$ cat config.mk
export PLATFORM = sky130hd
export DESIGN_NAME = md_issue_ctrl
export DESIGN_NICKNAME = d
export VERILOG_FILES = /design/src/rtl/md_issue_ctrl.sv
export SDC_FILE = /design/constraint.sdc
export NUM_CORES = 1
export LEC_CHECK = 0
export CORE_UTILIZATION = 41
export CTS_CLUSTER_DIAMETER = 60
export DETAILED_ROUTE_END_ITERATION = 8
export GPL_TIMING_DRIVEN = 0
export MAX_ROUTING_LAYER = met4
export PLACE_DENSITY = 0.8
export SLEW_MARGIN = 20
export SYNTH_ARGS = -nofsm -noshare
export SYNTH_HDL_FRONTEND = slang
export SYNTH_SLANG_ARGS = --single-unit
$ cat constraint.sdc
create_clock -name clk -period 2.2 [get_ports clk]
set_input_delay 0.66 -clock clk [delete_from_list [all_inputs] [get_ports clk]]
set_output_delay 0.66 -clock clk [all_outputs]
set_load 0.05 [all_outputs]
$ cat src/rtl/md_issue_ctrl.sv
// md_issue_ctrl -- pipeline-side initiator for the HI/LO multiply/divide unit.
//
// Registers the E-stage operands and op code into a one-cycle start pulse,
// follows the unit's busy window with an IDLE/ISSUE/BUSY FSM and holds the
// D stage while a HI/LO-class instruction there could race that window.
//
// Ports:
//   clk, reset          clock (rising edge), async active-low reset
//   e_op, e_kill        E-stage HI/LO class (1..6 issue) and cancel
//   e_rs, e_rt          forwarded operands
//   d_op                D-stage HI/LO class (1..8 can stall)
//   md_busy             busy from the multiply/divide unit
//   md_D1, md_D2, md_op registered operands / op code to the unit (op 0 idle)
//   md_start            registered one-cycle start pulse
//   stall               combinational D-stage hold
//   md_err              sticky protocol error (MD_TIMEOUT_CHK_EN only)
//
// Optional feature: define MD_TIMEOUT_CHK_EN to add the BUSY timeout and the
// md_err flag (also set by an E-stage issue ignored while not IDLE).

module md_issue_ctrl #(
  parameter int MULT_CYCLES = 5,
  parameter int DIV_CYCLES  = 10
) (
  input  logic        clk,
  input  logic        reset,
  input  logic [3:0]  e_op,
  input  logic        e_kill,
  input  logic [31:0] e_rs,
  input  logic [31:0] e_rt,
  input  logic [3:0]  d_op,
  input  logic        md_busy,
  output logic [31:0] md_D1,
  output logic [31:0] md_D2,
  output logic [3:0]  md_op,
  output logic        md_start,
`ifdef MD_TIMEOUT_CHK_EN
  output logic        md_err,
`endif
  output logic        stall
);

  // cnt saturates at 255, so a limit at or above that could never trip.
  if (MULT_CYCLES + 4 > 254 || DIV_CYCLES + 4 > 254) begin : g_bad_limit
    $error("md_issue_ctrl: busy limits must fit below the 8-bit counter ceiling");
  end

  typedef enum logic [1:0] {S_IDLE, S_ISSUE, S_BUSY} state_t;

  state_t     r_state, w_next;
  logic [7:0] r_cnt;
  logic       r_seen_busy;
  logic       w_e_hilo, w_d_hilo, w_issue, w_busy_done, w_to_idle, w_timeout;

  assign w_e_hilo    = (e_op >= 4'd1) && (e_op <= 4'd6);
  assign w_d_hilo    = (d_op >= 4'd1) && (d_op <= 4'd8);
  assign w_issue     = (r_state == S_IDLE) && !e_kill && w_e_hilo;
  // seen_busy is the previous cycle's sample, so a low md_busy here is a real fall.
  assign w_busy_done = !md_busy && r_seen_busy;

`ifdef MD_TIMEOUT_CHK_EN
  logic [7:0] w_limit;
  logic       r_err;
  assign w_limit   = (md_op == 4'd1 || md_op == 4'd2) ? 8'(MULT_CYCLES + 4)
                                                      : 8'(DIV_CYCLES + 4);
  assign w_timeout = (r_cnt > w_limit);
  assign md_err    = r_err;
`else
  assign w_timeout = 1'b0;
`endif

  // state register
  always_ff @(posedge clk or negedge reset) begin
    if (!reset) r_state <= S_IDLE;
    else        r_state <= w_next;
  end

  // next state
  always_comb begin
    w_next = r_state;
    case (r_state)
      S_IDLE:  if (w_issue) w_next = S_ISSUE;
      // mthi/mtlo finish in the issue cycle; mult/div wait for the unit.
      S_ISSUE: w_next = (md_op >= 4'd1 && md_op <= 4'd4) ? S_BUSY : S_IDLE;
      S_BUSY:  if (w_busy_done || w_timeout) w_next = S_IDLE;
      default: w_next = S_IDLE;
    endcase
  end

  // outputs
  always_comb begin
    stall     = reset && w_d_hilo && ((r_state != S_IDLE) || w_issue);
    w_to_idle = (r_state != S_IDLE) && (w_next == S_IDLE);
  end

  always_ff @(posedge clk or negedge reset) begin
    if (!reset) begin
      md_D1       <= '0;
      md_D2       <= '0;
      md_op       <= '0;
      md_start    <= 1'b0;
      r_cnt       <= '0;
      r_seen_busy <= 1'b0;
    end else begin
      md_start <= w_issue;
      if (w_issue) begin
        md_D1 <= e_rs;
        md_D2 <= e_rt;
        md_op <= e_op;
      end else if (w_to_idle) begin
        md_op <= '0;
      end
      case (r_state)
        S_ISSUE: begin
          r_cnt       <= '0;
          r_seen_busy <= 1'b0;
        end
        S_BUSY: begin
          if (r_cnt != 8'hFF) r_cnt <= r_cnt + 8'd1;
          if (md_busy)        r_seen_busy <= 1'b1;
        end
        default: ;
      endcase
    end
  end

`ifdef MD_TIMEOUT_CHK_EN
  always_ff @(posedge clk or negedge reset) begin
    if (!reset)
      r_err <= 1'b0;
    else if (((r_state == S_BUSY) && w_timeout) ||
             ((r_state != S_IDLE) && !e_kill && w_e_hilo))
      r_err <= 1'b1;
  end
`endif

endmodule
* After elaboration in Yosys (flattened, before gate mapping)
Index checks and enable logic that the tools add are counted.
** Word-level totals
- Register bits after elaboration :: 72
- Bits in latches :: 0
- Memory bits (writable) :: 0
- ROM bits :: 0
- Input bits :: 76
- Output and inout port bits :: 70
- Word-level logic and storage cells :: 41
- Memories kept :: 0
** Operators by class
- Add/sub/neg operators :: 0
- $mul :: 0
- Divide/modulo/power cells :: 0
- Order comparisons :: 6
- Equal/unequal tests :: 3
- Shift-type cells :: 0
- Mux-type cells :: 8
- Bitwise logic cells :: 0
- Reduce and logical (&&, ||, !) cells :: 18
** Operators with widths (number)
- 4-bit by 1-bit greater-or-equal comparator with 1-bit output, second input constant :: 3
- 1-bit logical AND :: 9
- 4-bit by 3-bit less-or-equal comparator with 1-bit output, second input constant :: 2
- 4-bit 2-to-1 mux :: 2
- 2-bit 2-to-1 mux :: 3
- 2-bit one-hot mux with 3 select lines :: 1
- 2-bit nonzero test :: 3
- 4-bit less-or-equal comparator, second input constant :: 1
- 2-bit logical NOT :: 2
- 2-bit by 1-bit equality test with 1-bit output, second input constant :: 1
- 2-bit equality test, second input constant :: 1
- 1-bit logical NOT :: 2
- 2-bit != test, second input constant :: 1
- 1-bit one-hot mux with 2 select lines :: 1
- 2-bit AND reduction :: 1
- 1-bit logical OR :: 1
- 1-bit 2-to-1 mux :: 1

* Longest topological paths before layout
- Depth in word-level cells :: 9
- Depth in mapped cells :: 6
- Mapped depth without buffers :: 4

* Worst setup path after synthesis
No wires, ideal clock.
- Kind :: input to output
- Start :: input d_op[2]
- End :: output stall
- Data arrival time :: 1.827 ns
- Required time :: 1.540 ns
- Path slack :: -0.287 ns
- Stages on the path :: 4
- Cells stage by stage :: nor3_1 -> xnor2_1 -> nand2_1 -> a21oi_1
** On the way
- Longest elaborated chain between the ends :: 4
** RTL lines
- from (decl) :: line 31 : input logic [3:0] d_op,
- 4-bit by 1-bit greater-or-equal comparator with 1-bit output or 4-bit less-or-equal comparator (tied branches) :: line 56 : assign w_d_hilo = (d_op >= 4'd1) && (d_op <= 4'd8);
- 1-bit logical AND * :: line 56
- 1-bit logical AND * (2 in series) :: line 92 : stall = reset && w_d_hilo && ((r_state != S_IDLE) || w_issue);
- to (decl) :: line 40 : output logic stall
Every way passes the cells marked *; elsewhere a longest branch is shown, timed or not.

* Worst setup path in the final report
- Start :: register md_D2[28]
- End :: output md_D2[28]
** RTL lines
- from (decl) :: line 34 : output logic [31:0] md_D2,
- from (signal assigned) :: line 108 : md_D2 <= e_rt;
No word-level cell between the ends.

==> impl_metrics.py <==
metrics = {
    "critical_path": {
        "crit_path_end": "md_D2[28]",
        "crit_arrival_ps": 1520,
        "cp.buffers_inverters": 1,
        "cp-start-kind": "register",
        "crit_path_end_kind": "primary output",
        "slowest_stage": "clkdlybuf4s50_1",
        "path_class": "reg -> out",
        "startpoint": "md_D2[28]",
        "slowest_delay_ps": 820,
        "r2r_slack_ps": 550,
        "required_ps": 1540,
        "crit_family": "buffers and inverters",
        "critPathMaxFanout": 2,
        "r2r_start": "r_state[1]",
        "rr_endpoint": "md_D2[2]",
        "crit_chain": "clkdlybuf4s50_1",
        "reg2reg_depth": 6,
        "cp.depth": 1,
    },
    "sta": {
        "max_slew.worst_pin.slew_ps": 540.9,
        "slew_viol_final": 0,
        "fmax_mhz": 459.5,
        "fin_crit_sh_pct": 98.92,
        "setup_viol": 0,
        "relSlewSlack_pct": 63.88,
        "rsz0062_at_grt": "true",
        "finalClockSkew_ps": 4.664,
        "layout_min_cycle_time_ps": 2176,
        "fin_tns_setup_ps": 0,
        "hold_violations": 0,
    },
    "power": {
        "p_seq_share_pct": 28.5,
        "switching_share_pct": 45.36,
        "p_leak_uw": 0.002541,
        "power_switching_uw": 3594,
        "comb_power_share_pct": 57.9,
        "internal-power_uw": 4329,
        "ir_worst_vdd_uv": 735.8,
        "p_clk_share_pct": 13.5,
        "pwr_density_cell_mw_per_mm2": 1589,
    },
    "global_route": {
        "grt_pass1_wl_um": 10060,
        "grt_usage_pct": 17.90,
        "antenna_found_initial": 0,
        "grt_max_degree": 40,
        "grt_pass1_vias": 2062,
        "gr-total-overflow": 0,
    },
    "drt": {
        "wire_per_inst_um": 15.68,
        "dr.pass1.iters": 4,
        "vias": 2076,
        "drc": 0,
        "drtAntennaViolNets": 0,
        "finalWirelength_um": 6885,
        "drt-vias-per-instance": 4.729,
        "drtIter0Drc": 39,
    },
    "placement": {
        "hpwl_um": 4955,
        "postPlaceCellArea_sq_mm": 0.004659,
        "io_buffer_count": 145,
        "finalWeightedCongestion": 0.7508,
    },
    "layout": {
        "regArea_sq_mm": 0.001802,
        "antenna_cells": 0,
        "drive_gt1_share_pct": 30.00,
        "fin_area_sq_mm": 0.004986,
        "n_fill_cell": 519,
        "area_growth_syn_to_layout_pct": 62.79,
        "final_nets": 411,
        "multiInputGateArea_sq_mm": 0.001147,
    },
    "yosys": {
        "syn_area_per_cell_sq_um": 17.30,
        "synth_commonest_cells": "72 x dfrtp_1, 49 x mux2_4, 15 x mux2_2",
        "muxShareOfSynthArea_pct": 29.53,
        "netlist.area_leader.share_pct": 58.82,
        "synth-xor-area-share_pct": 0.2859,
        "syn-num-nets": 253,
        "synth_edf_count": 0,
        "synth_warnings": 0,
        "yosysSeqAreaShare_pct": 58.82,
        "synth_top_area_cell": "dfrtp_1",
        "synthFlopType": "dfrtp_1",
        "synthCells": 177,
        "synth_fa_ha_area_share_pct": 0,
        "yosysMostFrequentCell": "dfrtp_1",
        "synth_top_family_by_area": "multiplexers",
        "synthSimpleGateAreaFrac_pct": 4.861,
        "syn-cell-area_sq_mm": 0.003063,
        "async_flop_share_pct": 100.0,
        "synth_compound_area_share_pct": 1.961,
        "ys_seq_elements": 72,
        "yosysUniqueCellTypes": 27,
        "synth_area_leaders": "dfrtp_1 59%, mux2_4 24%, mux2_2 5.5%",
    },
    "floorplan": {
        "fp.coreArea_sq_mm": 0.007253,
        "num_io_pins": 146,
        "fp.dieArea_sq_mm": 0.007820,
        "initial_core_util_pct": 42.23,
        "rows": 31,
        "fp.dieH_um": 88.43,
        "fp.dieW_um": 88.43,
    },
    "clock_tree": {
        "numCtsBuffers": 9,
        "hold_buffers": 0,
        "cts_tree": "done",
        "cts_max_level": 3,
        "insertion_delay_ps": 330,
        "clkSlewWorstSetupHoldPaths_ps": 80,
        "cts_root_buffer": "clkbuf_8",
        "cts.path.max_buffers": 2,
        "cts.sinks": 72,
    },
    "run_status": {
        "run_status": "complete, no violations",
    },
    "hold_path": {
        "hold_path_class": "in -> async",
    },
    "run": {
        "drv_cap": 0,
    },
}
-- layer usage --
metal / global-route usage, % / up-vias / part of all wire, %
met2: 28.32 / 84 / 51
met3: 4.664 / 9 / 5.9
met1: 21.77 / 1045 / 42
li1: - / 938 / -
met4: 7.478 / 0 / 1.3
met5: - / - / 0
-- cell families (layout without fill, tap and decap cells) --
logic type | Yosys count | count (layout)
AOI/OAI and AO/OA | 9 | 9
xor gates and xnor gates | 1 | 1
buffers and inverters | 8 | 171
and+or+nand+nor | 23 | 23
DFF | 72 | 72
muxes | 64 | 64
-- placed cells by master (no fill, tap or decap), types with 2 or more instances in the layout --
cell	n
nor3_2	2
clkinvlp_4	2
o21ai_0	2
buf_4	2
or3_1	2
clkinv_2	2
nor2_1	2
nand2_1	3
mux2_4	49
clkdlybuf4s50_1	82
and3b_1	2
mux2_2	15
buf_2	2
dlymetal6s2s_1	45
buf_12	7
buf_6	3
a22o_1	3
dfrtp_1	72
clkbuf_8	11
dlygate4sd2_1	13
-- through the flow --
step	hold slack (ps)	util, %	std cells	total power, uW	setup slack, ps
CTS	269.5	67.14	439	8036	1.675
finish	202.0	68.74	439	7923	23.71
detailed placement	490.9	64.24	422	6969	-938.3
global route	207.6	68.74	439	8239	-29.76
global placement	488.8	64.00	421	6889	-3238
floorplan	364.4	-	177	5390	14.76
-- repair_timing --
| item | CTS | global route |
|---|---|---|
| pin swaps | 5 | 1 |
| endpoints found under the hold margin | 0 | 0 |
| cloned | 0 | 0 |
| gates resized for setup | 33 | 46 |
| setup buffers | 1 | 0 |
| endpoints found under the setup margin | 8 | 46 |
-- state kept, by name, indices dropped and copies added (netlist names) --
name         cells
md_D2           32
md_start         1
md_D1           32
md_op            4
r_seen_busy      1
r_state          2
-- power by group through the flow --
stage	Sequential [uW]	Combinational [uW]	Clock [uW]
finish	2260	4590	1070
global route	2340	4750	1150
CTS	2280	4660	1100
detailed placement	2290	4680	0
global placement	2260	4630	0
floorplan	4370	1020	0
-- worst min-delay path by stage --
stage / start / endpoint / slack, ps / depth (start not counted)
5_1_grt: reset / md_D1[12] / 210 / 1
3_3_place_gp: md_D2[23] / md_D2[23] / 490 / 1
3_5_place_dp: md_D1[18] / md_D1[18] / 490 / 1
4_1_cts: reset / md_D1[6] / 270 / 1
6_report: reset / md_D1[12] / 200 / 1
2_1_floorplan: reset / md_D1[0] / 360 / 0
-- final cells by class --
type                            count  area share [%]
Buffer                              8           2.785
Timing Repair Buffer              147           31.44
Clock inverter                      5           1.104
Tap cell                           99           2.484
Multi-Input combinational cell     97           23.01
Sequential cell                    72           36.14
Clock buffer                       11           3.036
Note: power is estimated with default switching activity, not from simulation.
